**src/rtl/eatup_pkg.sv**
```systemverilog
// Shared constants and state encoding for the EatUp collision and scoring stage.
package eatup_pkg;

  localparam int unsigned NUM_ENEMIES   = 3;
  localparam int unsigned ENEMY_R_DFLT  = 10;
  localparam logic [11:0] SCORE_MAX_BCD = 12'h999;

  typedef enum logic [2:0] {
    S_IDLE    = 3'd0,
    S_CAPTURE = 3'd1,
    S_DIFF    = 3'd2,
    S_SQUARE  = 3'd3,
    S_CMP     = 3'd4,
    S_DONE    = 3'd5
  } cs_state_e;

endpackage

```
**src/rtl/bcd_inc3.sv**
```systemverilog
// Combinational 3-digit BCD incrementer that saturates at 999 instead of wrapping.
module bcd_inc3
  import eatup_pkg::*;
(
  input  logic [11:0] value,
  output logic [11:0] value_inc
);

  // Ripple the carry digit by digit; assumes a valid BCD input
  always_comb begin
    value_inc = value;
    if (value == SCORE_MAX_BCD) begin
      value_inc = value;
    end else if (value[3:0] != 4'd9) begin
      value_inc = {value[11:4], value[3:0] + 4'd1};
    end else if (value[7:4] != 4'd9) begin
      value_inc = {value[11:8], value[7:4] + 4'd1, 4'd0};
    end else begin
      value_inc = {value[11:8] + 4'd1, 8'd0};
    end
  end

endmodule

```
**src/rtl/collision_score.sv**
```systemverilog
// Per-frame player/enemy collision scan with eat/grow pulses, latched game-over and BCD score.
module collision_score
  import eatup_pkg::*;
#(
  parameter int unsigned ENEMY_R = ENEMY_R_DFLT
) (
  input  logic        clk,
  input  logic        reset,
  input  logic        frame_tick,
  input  logic        gamemenu,
  input  logic        gamerun,
  input  logic [9:0]  px,
  input  logic [9:0]  py,
  input  logic [5:0]  pr,
  input  logic [9:0]  e1x,
  input  logic [9:0]  e1y,
  input  logic [9:0]  e2x,
  input  logic [9:0]  e2y,
  input  logic [9:0]  e3x,
  input  logic [9:0]  e3y,
  output logic [2:0]  eat,
  output logic        grow,
  output logic        game_over,
  output logic [11:0] score,
  output logic        busy
);

  cs_state_e        state_r;
  logic [1:0]       idx_r;
  logic [9:0]       px_r, py_r;
  logic [5:0]       pr_r;
  logic [2:0][9:0]  ex_r, ey_r;
  logic [13:0]      thr_r;
  logic [9:0]       dx_r, dy_r;
  logic [20:0]      d2_r;

  logic [9:0]       ex_sel_s, ey_sel_s;
  logic [9:0]       dx_s, dy_s;
  logic [19:0]      sq_x_s, sq_y_s;
  logic [6:0]       rsum_s;
  logic [13:0]      thr_s;
  logic             hit_s, big_s;
  logic [11:0]      score_inc_s;

  // Select the enemy under test for the shared subtract/square datapath
  always_comb begin
    ex_sel_s = 10'd0;
    ey_sel_s = 10'd0;
    case (idx_r)
      2'd0: begin ex_sel_s = ex_r[0]; ey_sel_s = ey_r[0]; end
      2'd1: begin ex_sel_s = ex_r[1]; ey_sel_s = ey_r[1]; end
      2'd2: begin ex_sel_s = ex_r[2]; ey_sel_s = ey_r[2]; end
      default: begin ex_sel_s = 10'd0; ey_sel_s = 10'd0; end
    endcase
  end

  // Absolute differences, larger minus smaller so nothing wraps
  always_comb begin
    if (px_r >= ex_sel_s) dx_s = px_r - ex_sel_s;
    else                  dx_s = ex_sel_s - px_r;
    if (py_r >= ey_sel_s) dy_s = py_r - ey_sel_s;
    else                  dy_s = ey_sel_s - py_r;
  end

  assign sq_x_s = 20'(dx_r) * 20'(dx_r);
  assign sq_y_s = 20'(dy_r) * 20'(dy_r);
  assign rsum_s = {1'b0, pr} + 7'(ENEMY_R);
  assign thr_s  = 14'(rsum_s) * 14'(rsum_s);
  assign hit_s  = d2_r < {7'd0, thr_r};
  assign big_s  = pr_r > 6'(ENEMY_R);

  bcd_inc3 u_score_inc (
    .value     (score),
    .value_inc (score_inc_s)
  );

  // Scan sequencer; gamemenu overrides everything and clears the game
  always_ff @(posedge clk or negedge reset) begin
    if (!reset) begin
      state_r   <= S_IDLE;
      idx_r     <= 2'd0;
      px_r      <= 10'd0;
      py_r      <= 10'd0;
      pr_r      <= 6'd0;
      ex_r      <= '0;
      ey_r      <= '0;
      thr_r     <= 14'd0;
      dx_r      <= 10'd0;
      dy_r      <= 10'd0;
      d2_r      <= 21'd0;
      eat       <= 3'b000;
      grow      <= 1'b0;
      game_over <= 1'b0;
      score     <= 12'h000;
      busy      <= 1'b0;
    end else begin
      eat  <= 3'b000;
      grow <= 1'b0;
      if (gamemenu) begin
        state_r   <= S_IDLE;
        idx_r     <= 2'd0;
        busy      <= 1'b0;
        score     <= 12'h000;
        game_over <= 1'b0;
      end else begin
        case (state_r)
          S_IDLE: begin
            if (frame_tick && gamerun && !game_over) begin
              state_r <= S_CAPTURE;
              busy    <= 1'b1;
            end else begin
              state_r <= S_IDLE;
              busy    <= 1'b0;
            end
          end
          S_CAPTURE: begin
            px_r    <= px;
            py_r    <= py;
            pr_r    <= pr;
            ex_r    <= {e3x, e2x, e1x};
            ey_r    <= {e3y, e2y, e1y};
            thr_r   <= thr_s;
            idx_r   <= 2'd0;
            state_r <= S_DIFF;
          end
          S_DIFF: begin
            dx_r    <= dx_s;
            dy_r    <= dy_s;
            state_r <= S_SQUARE;
          end
          S_SQUARE: begin
            d2_r    <= {1'b0, sq_x_s} + {1'b0, sq_y_s};
            state_r <= S_CMP;
          end
          S_CMP: begin
            if (hit_s && !big_s) begin
              game_over <= 1'b1;
              state_r   <= S_DONE;
            end else begin
              if (hit_s) begin
                eat[idx_r] <= 1'b1;
                grow       <= 1'b1;
                score      <= score_inc_s;
              end
              if (idx_r < 2'(NUM_ENEMIES - 1)) begin
                idx_r   <= idx_r + 2'd1;
                state_r <= S_DIFF;
              end else begin
                state_r <= S_DONE;
              end
            end
          end
          S_DONE: begin
            state_r <= S_IDLE;
            busy    <= 1'b0;
          end
          default: begin
            state_r <= S_IDLE;
            busy    <= 1'b0;
          end
        endcase
      end
    end
  end

endmodule

```
**config.mk**
```make
export PLATFORM = sky130hd
export DESIGN_NAME = collision_score
export DESIGN_NICKNAME = d
export VERILOG_FILES = /design/src/rtl/eatup_pkg.sv /design/src/rtl/bcd_inc3.sv /design/src/rtl/collision_score.sv
export SDC_FILE = /design/constraint.sdc
export NUM_CORES = 1
export LEC_CHECK = 0
export BUFFER_PORTS_ARGS = -buffer_cell sky130_fd_sc_hd__buf_2
export CORE_MARGIN = 2
export CORE_UTILIZATION = 30
export CTS_CLUSTER_SIZE = 24
export DETAILED_ROUTE_END_ITERATION = 8
export PLACE_DENSITY = 0.51
export RECOVER_POWER = 25
export SYNTH_ARGS = -nofsm -noshare
export SYNTH_HDL_FRONTEND = slang
export SYNTH_HIERARCHICAL = 1
export SYNTH_SLANG_ARGS = --single-unit
```
**constraint.sdc**
```tcl
create_clock -name clk -period 7 [get_ports clk]
set_input_delay 1.75 -clock clk [delete_from_list [all_inputs] [get_ports clk]]
set_output_delay 1.75 -clock clk [all_outputs]
set_load 0.005 [all_outputs]
```
Yosys cells after proc, flatten, opt, wreduce, memory -nomap -nowiden
Index checks and enable logic that the tools add are counted.
{ "op_classes": {"n_eq_ne": 16, "reduce_logical": 21, "n_lt_le_gt_ge": 7, "multipliers": 3, "n_addsub": 10, "muxes": 36, "bitwise_logic": 1} }
{ "op_table": {"columns": ["operator", "n"], "rows": [
  ["two-way mux 12 bit", 7],
  ["one-hot mux 10 bit (3 select lines)", 2],
  ["multiplier 10 x 10 -> 20 bit", 2],
  ["subtractor 10 bit", 4],
  ["adder 20 x 20 -> 21 bit", 1],
  ["< comparator 21 x 14 -> 1 bit", 1],
  ["two-way mux 3 bit", 7],
  [">= comparator 10 bit", 2],
  ["two-way mux 10 bit", 2],
  ["one-hot mux 3 bit (5 select lines)", 1],
  ["multiplier 7 x 7 -> 14 bit", 1],
  ["adder 4 x 1 -> 4 bit (second input constant)", 3],
  ["equality test 12 bit (second input constant)", 1],
  ["two-way mux 1 bit", 11],
  ["!= test 2 bit (second input constant)", 4],
  ["!= test 4 bit (second input constant)", 2],
  ["AND reduction 2 bit", 4],
  ["adder 6 x 4 -> 7 bit (second input constant)", 1],
  ["equality test 3 x 2 -> 1 bit (second input constant)", 2],
  ["greater-than comparator 6 x 4 -> 1 bit (second input constant)", 1],
  ["two-way mux 2 bit", 3],
  ["!= test 3 bit (second input constant)", 2],
  ["AND reduction 6 bit", 1],
  ["nonzero test 2 bit", 3],
  ["22 further kinds", 26]
]} }
{ "totals": {"regBits": 164} }

Longest topological paths before layout
Gate-level depths: netlist (run 1).
{ "logic_depth": {"depth_word": 8, "ltp_mapped": 23, "mapped_depth_nobuf": 22} }

Hierarchy
Netlist (run 1), hierarchy kept.
{ "modules_own_cells": {"columns": ["mod", "seq_area_each_um2", "cells_per_inst", "n_inst", "area_each_um2"], "rows": [
  ["collision_score", 4053.9, 1796, 1, 15631.2],
  ["bcd_inc3", 0.0, 41, 1, 297.8]
]} }

Worst setup path before layout (run 1)
OpenSTA, ideal clock, no wires.
{ "synth_path": {"path_type": "input to register", "start": "input pr[1]", "end": "register thr_r[12]", "path_slack_ns": 0.732, "path_stages": 18, "arrival_time_ns": 6.186, "setup_ns": 0.083, "cell_sequence": "ha_1 o21ai_0 xor2_1 or2_2 inv_1 fa_1 inv_1 fa_1 fa_1 inv_1 fa_1 ha_1 inv_1 o21bai_1 a2111oi_0 o41ai_1 xnor2_1 o21ai_0"} }
{ "synth_between": {"elab_chain_cells": 2} }
{ "synth_rtl": {"columns": ["element", "line_no", "source"], "rows": [
  ["start: declaration", "collision_score.sv:14", "input logic [5:0] pr,"],
  ["adder 6 x 4 -> 7 bit", "collision_score.sv:67", "assign rsum_s = {1'b0, pr} + 7'(ENEMY_R);"],
  ["multiplier 7 x 7 -> 14 bit", "collision_score.sv:68", "assign thr_s = 14'(rsum_s) * 14'(rsum_s);"],
  ["end signal: assignment", "collision_score.sv:122", "thr_r <= thr_s;"],
  ["end: declaration", "collision_score.sv:33", "logic [13:0] thr_r;"]
]} }
Every way passes these cells.
A chain may end at the register's enable or synchronous reset.

Worst setup path in the final report (run 1)
{ "layout_path": {"start": "register dx_r[5]", "end": "register d2_r[19]"} }
{ "layout_between": {"elab_chain_cells": 2} }
{ "layout_rtl": {"columns": ["element", "line_no", "source"], "rows": [
  ["start: declaration", "collision_score.sv:34", "logic [9:0] dx_r, dy_r;"],
  ["start signal: assignment", "collision_score.sv:127", "dx_r <= dx_s;"],
  ["multiplier 10 x 10 -> 20 bit", "collision_score.sv:65", "assign sq_x_s = 20'(dx_r) * 20'(dx_r);"],
  ["adder 20 x 20 -> 21 bit", "collision_score.sv:132", "d2_r <= {1'b0, sq_x_s} + {1'b0, sq_y_s};"],
  ["end signal: assignment", "collision_score.sv:132", null],
  ["end: declaration", "collision_score.sv:35", "logic [20:0] d2_r;"]
]} }
Every way passes these cells.

==> out/qor.yml, run 1 <==
dieHeight_um: 234
post_cts_resize_count: 0
outcome: "complete, but fails checks"
violations: "max-capacitance violations, max-slew violations"
hold_viol: 0
final-setup-viol-count: 0
async_flop_share_pct: 100
rows: 84
synth_largest_area_cell: "dfrtp_1"
crit_type: "flop to flop"
grt_max_degree: 95
route.detailed.drc: 0
synth.distinct_cells: 79
io_buffers: 108
cts_post_setup_buffers_inserted: 0
root_buffer: "clkbuf_16"
synth_warnings: 6
synth_common_cells: "nand2_1 (416), inv_1 (285), ha_1 (167)"
crit_top_cell: "fa_1"
synth_ff_type: "dfrtp_1"
syn-mean-instance-area_um2: 8.67
min_path_type: "flop to flop"
areaGrowthSynthToFinish_pct: 11.3
overflow: 0
cp_slowest_cell: "fa_1"
via_count: 12070
fmaxAchievable_ghz: 0.155
viasPerCell: 4.63
worst_slew_pin_slew_ns: 4.75
layout-drive-gt1-share_pct: 10.9
cp_cell_sequence: "nand2_1 -> fa_1 -> inv_1 -> fa_1 -> inv_1 -> fa_1 -> inv_1 -> fa_1 -> fa_1 -> fa_1 -> fa_1 -> ha_1 -> a211oi_1 -> o211ai_1 -> a41oi_1 -> and3b_1 -> a2111oi_2 -> xor2_1 -> o21ai_1"
drt-initial-drc-count: 525
fin_crit_ns: 6.47
period_share_pct: 92.5
grt_pass1_vias: 12290
synth_edf_count: 0
synth_area_leaders: "dfrtp_1 (25%), fa_1 (19%), ha_1 (13%)"
cts_inserted_buffers: 17
wire_per_inst_um: 14.7
syn-num-nets: 2244
fill_cells: 5546
max_stage_delay_ns: 0.57
cp.arrival_ns: 6.78
h-tree-depth: 4
num_io_pins: 109
required_ns: 7.31
antenna_found_initial: 0
dieArea_um2: 55000
clk_pin_slew_ns: 0.07
antenna_cells: 0
clkLatencyLatePin_ns: 0.45
grt_pass1_wl_mm: 64.0
synth_top_area_share_pct: 25.4
finalMaxSlewViolations: 88
setup.worst_path.end_class: "flop"
routabilityCongestion: 0.845
synth_area_um2: 15900
ys_seq_elements: 162
path_max_fanout: 11
ant_nets: 0
finClkSkew_ns: 0.0119
maxCapViolCount: 1
core_um2: 52600
cts_buffer_depth: 2
ys_seq_area_share_pct: 25.4
cp-start-kind: "flop"
max_slew_margin_pct: -217
first_pass_iters: 5
hpwlAfterDp_mm: 30.5
start_util_pct: 30.3
clock_sinks: 162
synth_cells: 1837
track_usage_pct: 14.6
tns_ns: 0
nets: 2314
yosysMostFrequentCell: "nand2_1"
drt-total-wl_mm: 38.3
hold_buffers: 0
dieWidth_um: 234
cts_tree: "built"
rsz0062_at_grt: "no"
==> worst max-delay path, delay by kind of cell (launching register included) <==
family	cells	cell delay [ns]
buffers and inverters	3	0.15
xor gates and xnor gates	1	0.18
AOI/OAI and AO/OA	5	1.24
and+or+nand+nor	2	0.40
DFF	1	0.56
adders and majority gates	8	3.81
==> routing by layer <==
layer  GRT usage, %  wire, um
met5              0         0
met4           3.71       582
met3           1.90      1280
met2           24.2     18000
met1           20.1     18400
==> path summary, 6_finish.rpt <==
kind | startpoint | to | slack [ns] | depth (start not counted)
setup / recovery | dx_r[5] | d2_r[19] | 0.53 | 19
setup reg to reg | dx_r[5] | d2_r[19] | 0.53 | 19
max in group asynchronous | reset | pr_r[4] | 1.33 | 1
hold reg to reg | ey_r[18] | ey_r[18] | 0.48 | 2
hold / removal | ey_r[18] | ey_r[18] | 0.48 | 2
min in group asynchronous | reset | ex_r[2] | 3.00 | 1
==> metrics by stage <==
stage / utilization [%] / setup WS [ns] / instances / hold slack (ns) / area [um^2]
after floorplan: - / 0.732 / 1837 / 0.439 / 15900
after global placement: 32.7 / 0.495 / 2576 / 0.460 / 17200
after detailed placement: 32.7 / 0.475 / 2576 / 0.462 / 17200
after CTS: 33.8 / 0.490 / 2607 / 0.479 / 17700
after global routing: 33.7 / 0.121 / 2607 / 0.496 / 17700
final: 33.7 / 0.528 / 2607 / 0.476 / 17700
==> cell type report <==
| type | count | area (um^2) | area share, % |
|---|---|---|---|
| clock buffers | 18 | 429 | 2.42 |
| clock inverters | 13 | 120 | 0.677 |
| inverters | 285 | 1070 | 6.03 |
| multi-input cells | 1313 | 10500 | 59.3 |
| flip-flops and latches | 162 | 4050 | 22.9 |
| well taps | 688 | 861 | 4.85 |
| repair buffers | 128 | 689 | 3.89 |
==> logic make-up (layout without fill, tap and decap cells) <==
family,after synthesis,count (layout),synth area share (%)
AOI/OAI and AO/OA,264,264,10.7
muxes,35,35,2.29
buffers and inverters,362,444,8.64
DFF,162,162,25.4
other,1,1,0.0235
adders and majority gates,316,316,31.8
xor gates and xnor gates,58,58,3.19
and+or+nand+nor,639,639,17.9
==> sequential cells by signal (all words and copies together), names as in the netlist, 2 cells and up <==
register,cells
d2_r,21
dx_r,10
dy_r,10
eat,3
ex_r,30
ey_r,30
idx_r,2
pr_r,6
px_r,10
py_r,10
score,12
state_r,3
thr_r,12
==> layout by cell type, fill, tap and decap left out, types with 9 or more instances in the layout <==
cell type | netlist | layout
nand2_1 | 416 | 416
inv_1 | 285 | 285
ha_1 | 167 | 167
dfrtp_1 | 162 | 162
fa_1 | 149 | 149
buf_2 | 5 | 107
o21ai_0 | 93 | 93
nor2_1 | 66 | 66
a21oi_1 | 54 | 54
and2_1 | 51 | 51
xnor2_1 | 40 | 40
mux2i_1 | 27 | 27
buf_4 | 1 | 20
a31o_2 | 19 | 19
xor2_1 | 18 | 18
clkbuf_16 | 0 | 17
a21o_1 | 16 | 16
nand3_1 | 15 | 15
nor2b_1 | 15 | 14
nand2b_1 | 11 | 10
a211oi_1 | 10 | 10
nor3_1 | 9 | 9
Power of run 1 is left out: the tool's default activity adds up to more than one toggle a clock period on the data nets, which glitch-free logic cannot reach.
==> run 2: changes to the inputs <==
--- a/config.mk
+++ b/config.mk
@@ -6,11 +6,13 @@
 export NUM_CORES = 1
 export LEC_CHECK = 0
 export BUFFER_PORTS_ARGS = -buffer_cell sky130_fd_sc_hd__buf_2
+export CELL_PAD_IN_SITES_DETAIL_PLACEMENT = 0
+export CELL_PAD_IN_SITES_GLOBAL_PLACEMENT = 1
 export CORE_MARGIN = 2
 export CORE_UTILIZATION = 30
 export CTS_CLUSTER_SIZE = 24
 export DETAILED_ROUTE_END_ITERATION = 8
-export PLACE_DENSITY = 0.51
+export PLACE_DENSITY = 0.62
 export RECOVER_POWER = 25
 export SYNTH_ARGS = -nofsm -noshare
 export SYNTH_HDL_FRONTEND = slang
==> run 2 against run 1 <==
The flow still finishes with violations (max-capacitance violations, max-slew violations). Fmax fell by 0.14%. Utilization rose by 0.088 points. Flip-flop and latch count did not move. Critical path depth did not move. Die area did not move. First-iteration DRC count rose by 9.5%. Non-clock buffer count rose by 1. Global-route usage rose by 0.31 points. Final cell count barely moved. Count of clock-buffer cells in the layout fell by 1.
==> out/qor.yml, run 2 (synthesis gave the netlist of run 1 again) <==
cts_post_setup_buffers_inserted: 0  # unchanged
viasPerCell: 4.54  # -2.0%
path_max_fanout: 11  # unchanged
layout_common_cells: "nand2_1 (416), inv_1 (285), ha_1 (167)"
finClkSkew_ns: 0.0151  # +0.00328 ns
max_slew_margin_pct: -214  # +2.5 points
crit_type: "flop to flop"
post_cts_resize_count: 0  # unchanged
areaGrowthSynthToFinish_pct: 11.6
setup.worst_path.end_class: "flop"
track_usage_pct: 14.9  # +0.31 points
drt-total-wl_mm: 38.5  # +0.56%
root_buffer: "clkbuf_16"
hold_viol: 0  # unchanged
dieHeight_um: 234  # unchanged
fmaxAchievable_ghz: 0.154  # -0.14%
routabilityCongestion: 0.842  # -0.37%
outcome: "complete, but fails checks"
hold_slack_ns: 0.473  # -0.00278 ns
cts_buffer_depth: 2  # unchanged
grt_pass1_wl_mm: 65.6  # +2.6%
rows: 84  # unchanged
antenna_cells: 0  # unchanged
nets: 2315  # +0.043%
num_io_pins: 109  # unchanged
cts_inserted_buffers: 17  # unchanged
maxCapViolCount: 1  # unchanged
clk_pin_slew_ns: 0.06  # about the same
period_share_pct: 92.6  # +0.13 points
grt_pass1_vias: 12514  # +1.8%
hpwlAfterDp_mm: 30.7  # +0.72%
route.detailed.drc: 0  # unchanged
fin_crit_ns: 6.48  # +0.00916 ns
first_pass_iters: 5  # unchanged
required_ns: 7.35  # +0.04 ns
hold_buffers: 0  # unchanged
h-tree-depth: 4  # unchanged
cp-start-kind: "flop"
final_common_cell: "nand2_1"
io_buffers: 108  # unchanged
dieWidth_um: 234  # unchanged
antenna_found_initial: 0  # unchanged
tns_ns: 0  # unchanged
cp.arrival_ns: 6.83  # +0.05 ns
grt_max_degree: 97  # +2.1%
via_count: 11840  # -1.9%
dieArea_um2: 55000  # unchanged
rsz0062_at_grt: "no"
core_um2: 52600  # unchanged
overflow: 0  # unchanged
finalMaxSlewViolations: 86  # -2.3%
min_path_type: "flop to flop"
violations: "max-capacitance violations, max-slew violations"
clkLatencyLatePin_ns: 0.44  # about the same
ant_nets: 0  # unchanged
cts_tree: "built"
fill_cells: 5539  # -0.13%
drt-initial-drc-count: 575  # +9.5%
worst_slew_pin_slew_ns: 4.71  # -0.0380 ns
clock_sinks: 162  # unchanged
start_util_pct: 30.3  # unchanged
layout-drive-gt1-share_pct: 11.0  # +0.093 points
final-setup-viol-count: 0  # unchanged
reg.largest.list: "ex_r: 30 flops, ey_r: 30 flops, d2_r: 21 flops"
wire_per_inst_um: 14.8  # +0.49%
==> run 2: cell types whose count changed in the layout (fill, tap and decap cells not counted), sizes merged <==
cell / delta
clkinv: +2
clkinvlp: -2
bufinv: +2
==> run 2: worst max-delay path, stage by stage (launching register included) <==
cell and delay (ns):
dfrtp_1 0.62, nand2_1 0.24, fa_1 0.58, fa_1 0.43
fa_1 0.51, inv_1 0.05, fa_1 0.56, fa_1 0.46
fa_1 0.51, inv_1 0.05, fa_1 0.49, inv_1 0.05
ha_1 0.34, a211oi_1 0.31, o211ai_1 0.24, a21oi_1 0.32
nand2b_1 0.15, a21boi_0 0.10, o21a_1 0.18, o31ai_1 0.20
==> run 2: metrics by stage <==
stage	instance area (um^2)	worst slack [ns]	util (%)	std cells
after floorplan	15900	0.732	-	1837
after global placement	17200	0.440	32.7	2577
after detailed placement	17200	0.428	32.7	2577
after CTS	17800	0.454	33.8	2609
after global routing	17800	0.107	33.8	2609
final	17800	0.518	33.8	2609
==> run 2: final timing paths <==
kind,from,endpoint,slack (ns),cells past startpoint
min in group asynchronous,reset,ex_r[16],2.98,1
max in group asynchronous,reset,d2_r[0],1.33,1
max,dx_r[0],d2_r[14],0.52,19
min,ey_r[8],ey_r[8],0.47,2
max reg2reg,dx_r[0],d2_r[14],0.52,19
min reg2reg,ey_r[8],ey_r[8],0.47,2
==> run 2: final cells by class <==
| class | count | area, um^2 | share of cell area, % |
|---|---|---|---|
| multi-input cells | 1313 | 10500 | 59.1 |
| inverters | 285 | 1070 | 6.02 |
| clock buffers | 17 | 425 | 2.39 |
| flip-flops and latches | 162 | 4050 | 22.8 |
| repair buffers | 129 | 696 | 3.91 |
| well taps | 688 | 861 | 4.84 |
| clock inverters | 15 | 164 | 0.922 |
==> run 2: routing by layer <==
metal | vias up | share of wire [%] | wire [um] | track usage (%)
li1 | 5975 | - | - | -
met1 | 5694 | 49 | 19000 | 21.1
met2 | 151 | 47 | 18100 | 24.5
met3 | 20 | 2.5 | 945 | 1.76
met4 | 0 | 1.0 | 388 | 3.18
met5 | - | 0 | 0 | 0
Power of run 2 is left out for the same reason.
==> run 3: changes to the inputs <==
--- a/config.mk
+++ b/config.mk
@@ -16,5 +16,4 @@
 export RECOVER_POWER = 25
 export SYNTH_ARGS = -nofsm -noshare
 export SYNTH_HDL_FRONTEND = slang
-export SYNTH_HIERARCHICAL = 1
 export SYNTH_SLANG_ARGS = --single-unit
==> run 3 against run 2 <==
The flow still finishes with violations (max-capacitance violations, max-slew violations). Wire length grew 2.6%. Critical endpoint is now d2_r[19]. Clock skew up 0.00055 ns. Largest cell class unchanged. First-iteration DRC count down 8.9%. Synthesized cell count shrank 2.3%. Sequential share of layout area increased by 0.36 points.
==> out/qor.yml, run 3 <==
final-setup-viol-count: 0  # unchanged
first_pass_iters: 4  # -1
required_ns: 7.39  # +0.04 ns
outcome: "complete, but fails checks"
pre_cts_ws_ns: 0.443  # +0.0151 ns
reg.largest.list: "ex_r: 30 flops, ey_r: 30 flops, d2_r: 21 flops"
antenna_found_initial: 0  # unchanged
hpwlAfterDp_mm: 31.7  # +3.4%
wire_per_inst_um: 15.4  # +4.4%
via_count: 11774  # -0.56%
rr_endpoint: "d2_r[19]"
yosys.area_share.adder_pct: 32.7  # +0.81 points
drt-initial-drc-count: 524  # -8.9%
overflow: 0  # unchanged
synth_warnings: 0  # -6
path_max_fanout: 9  # -2
h-tree-depth: 4  # unchanged
fmaxAchievable_ghz: 0.153  # -0.99%
synth_area_leaders: "dfrtp_1 (26%), fa_1 (19%), ha_1 (14%)"
synth_ff_type: "dfrtp_1"
synth_largest_area_cell: "dfrtp_1"
rsz0062_at_grt: "no"
finClkSkew_ns: 0.0157  # +0.000546 ns
grt_pass1_wl_mm: 65.7  # +0.16%
antenna_cells: 0  # unchanged
ys_seq_elements: 162  # unchanged
synth_top_family_by_area: "adder cells"
cts_inserted_buffers: 17  # unchanged
yosysMostFrequentCell: "nand2_1"
post_cts_resize_count: 0  # unchanged
dieHeight_um: 232  # -0.99%
synth_mux_area_share_pct: 1.14  # -1.1 points
async_flop_share_pct: 100  # unchanged
crit_type: "flop to flop"
dieWidth_um: 232  # -0.99%
min-delay-start: "ey_r[10]"
finalMaxSlewViolations: 100  # +16%
synth_top_area_share_pct: 26.0  # +0.52 points
grt_max_degree: 100  # +3.1%
synth-simple-area-share_pct: 16.6  # -1.3 points
max_slew_margin_pct: -76.4  # +140 points
num_io_pins: 109  # unchanged
syn-mean-instance-area_um2: 8.70  # +0.35%
hold_buffers: 0  # unchanged
core_um2: 51400  # -2.2%
synth_cells: 1794  # -2.3%
track_usage_pct: 15.5  # +0.56 points
synth.distinct_cells: 65  # -18%
rows: 83  # -1.2%
synth_compound_area_share_pct: 11.8  # +1.2 points
cts_post_setup_buffers_inserted: 0  # unchanged
cp-start-kind: "flop"
clock_sinks: 162  # unchanged
violations: "max-capacitance violations, max-slew violations"
synth_area_um2: 15600  # -2.0%
period_share_pct: 93.5  # +0.93 points
setup.worst_path.end_class: "flop"
io_buffers: 108  # unchanged
tns_ns: 0  # unchanged
start_util_pct: 30.4  # +0.054 points
cts_tree: "built"
drt-total-wl_mm: 39.5  # +2.6%
rr_startpoint: "dx_r[5]"
fill_cells: 5407  # -2.4%
synthXorXnorAreaFrac_pct: 3.25  # +0.065 points
cp.arrival_ns: 6.94  # +0.11 ns
hold_viol: 0  # unchanged
root_buffer: "clkbuf_16"
final_common_cell: "nand2_1"
dieArea_um2: 53900  # -2.0%
layout-drive-gt1-share_pct: 10.8  # -0.15 points
min_path_type: "flop to flop"
fin_crit_ns: 6.55  # +0.0650 ns
reg2reg_slack_ns: 0.45  # -0.06 ns
maxCapViolCount: 1  # unchanged
synth_common_cells: "nand2_1 (407), inv_1 (282), ha_1 (169)"
syn-num-nets: 2203  # -1.8%
routabilityCongestion: 0.868  # +3.1%
clkLatencyLatePin_ns: 0.46  # +0.02 ns
min_path_cells: 2  # unchanged
grt_pass1_vias: 12263  # -2.0%
worst_slew_pin_slew_ns: 2.65  # -2.07 ns
route.detailed.drc: 0  # unchanged
ys_seq_area_share_pct: 26.0  # +0.52 points
cts_buffer_depth: 2  # unchanged
areaGrowthSynthToFinish_pct: 12.1
synth_edf_count: 0  # unchanged
layout_common_cells: "nand2_1 (406), inv_1 (282), ha_1 (169)"
nets: 2279  # -1.6%
rr_worst_depth: 21  # +2
viasPerCell: 4.59  # +1.2%
hold_end: "ey_r[10]"
layout_setup_ws_ns: 0.453  # -0.0650 ns
ant_nets: 0  # unchanged
clk_pin_slew_ns: 0.08  # +0.02 ns
run 3: metrics by stage:
stage	utilization, %	hold WS, ns	cells	cell area, um^2
3_5_place_dp	32.9	0.462	2531	16900
3_3_place_gp	32.9	0.458	2531	16900
6_report	34.0	0.473	2563	17500
5_1_grt	34.0	0.494	2563	17500
4_1_cts	34.1	0.480	2563	17500
2_1_floorplan	-	0.445	1794	15600
run 3: kinds of logic after synthesis:
| group | after synthesis |
|---|---|
| XOR/XNOR | 58 |
| adder cells (fa/ha/maj) | 318 |
| flip-flops | 162 |
| AO/OA/AOI/OAI | 284 |
| AND/OR/NAND/NOR | 601 |
| multiplexers | 16 |
| other | 1 |
| buffers and inverters | 354 |
run 3: final cells by class:
class / instances / area (um^2) / area share, %
clock buffers: 18 / 429 / 2.45
multi-input cells: 1278 / 10200 / 58.6
flip-flops and latches: 162 / 4050 / 23.2
clock inverters: 14 / 164 / 0.936
repair buffers: 129 / 698 / 3.99
well taps: 680 / 851 / 4.86
inverters: 282 / 1060 / 6.05
run 3: worst max path at each step:
stage	from	endpoint	slack (ns)	cells past startpoint
floorplan	dx_r[2]	d2_r[19]	0.85	21
global placement	dx_r[2]	d2_r[20]	0.55	19
detailed placement	dx_r[4]	d2_r[19]	0.44	21
CTS	dx_r[4]	d2_r[19]	0.46	21
global route	dx_r[2]	d2_r[20]	0.04	19
finish	dx_r[5]	d2_r[19]	0.45	21
run 3: per-layer routing:
| metal | track usage [%] | vias up | wire length (um) |
|---|---|---|---|
| li1 | - | 5856 | - |
| met1 | 21.8 | 5712 | 19200 |
| met2 | 25.1 | 177 | 18400 |
| met3 | 2.22 | 29 | 1260 |
| met4 | 3.43 | 0 | 597 |
| met5 | 0 | - | 0 |
run 3: worst max-delay path, cell delays in order (launching register included):
cell and delay [ns]:
dfrtp_1 0.48, inv_1 0.16, nor2_1 0.08, fa_1 0.60
inv_1 0.08, fa_1 0.53, inv_1 0.06, fa_1 0.52
fa_1 0.44, fa_1 0.55, fa_1 0.55, inv_1 0.05
fa_1 0.53, inv_1 0.04, ha_1 0.35, a21o_1 0.18
a21oi_1 0.21, o221ai_1 0.15, a21oi_1 0.35, nor2_1 0.09
a311o_1 0.35, o21ai_1 0.13
Power of run 3 is left out for the same reason.
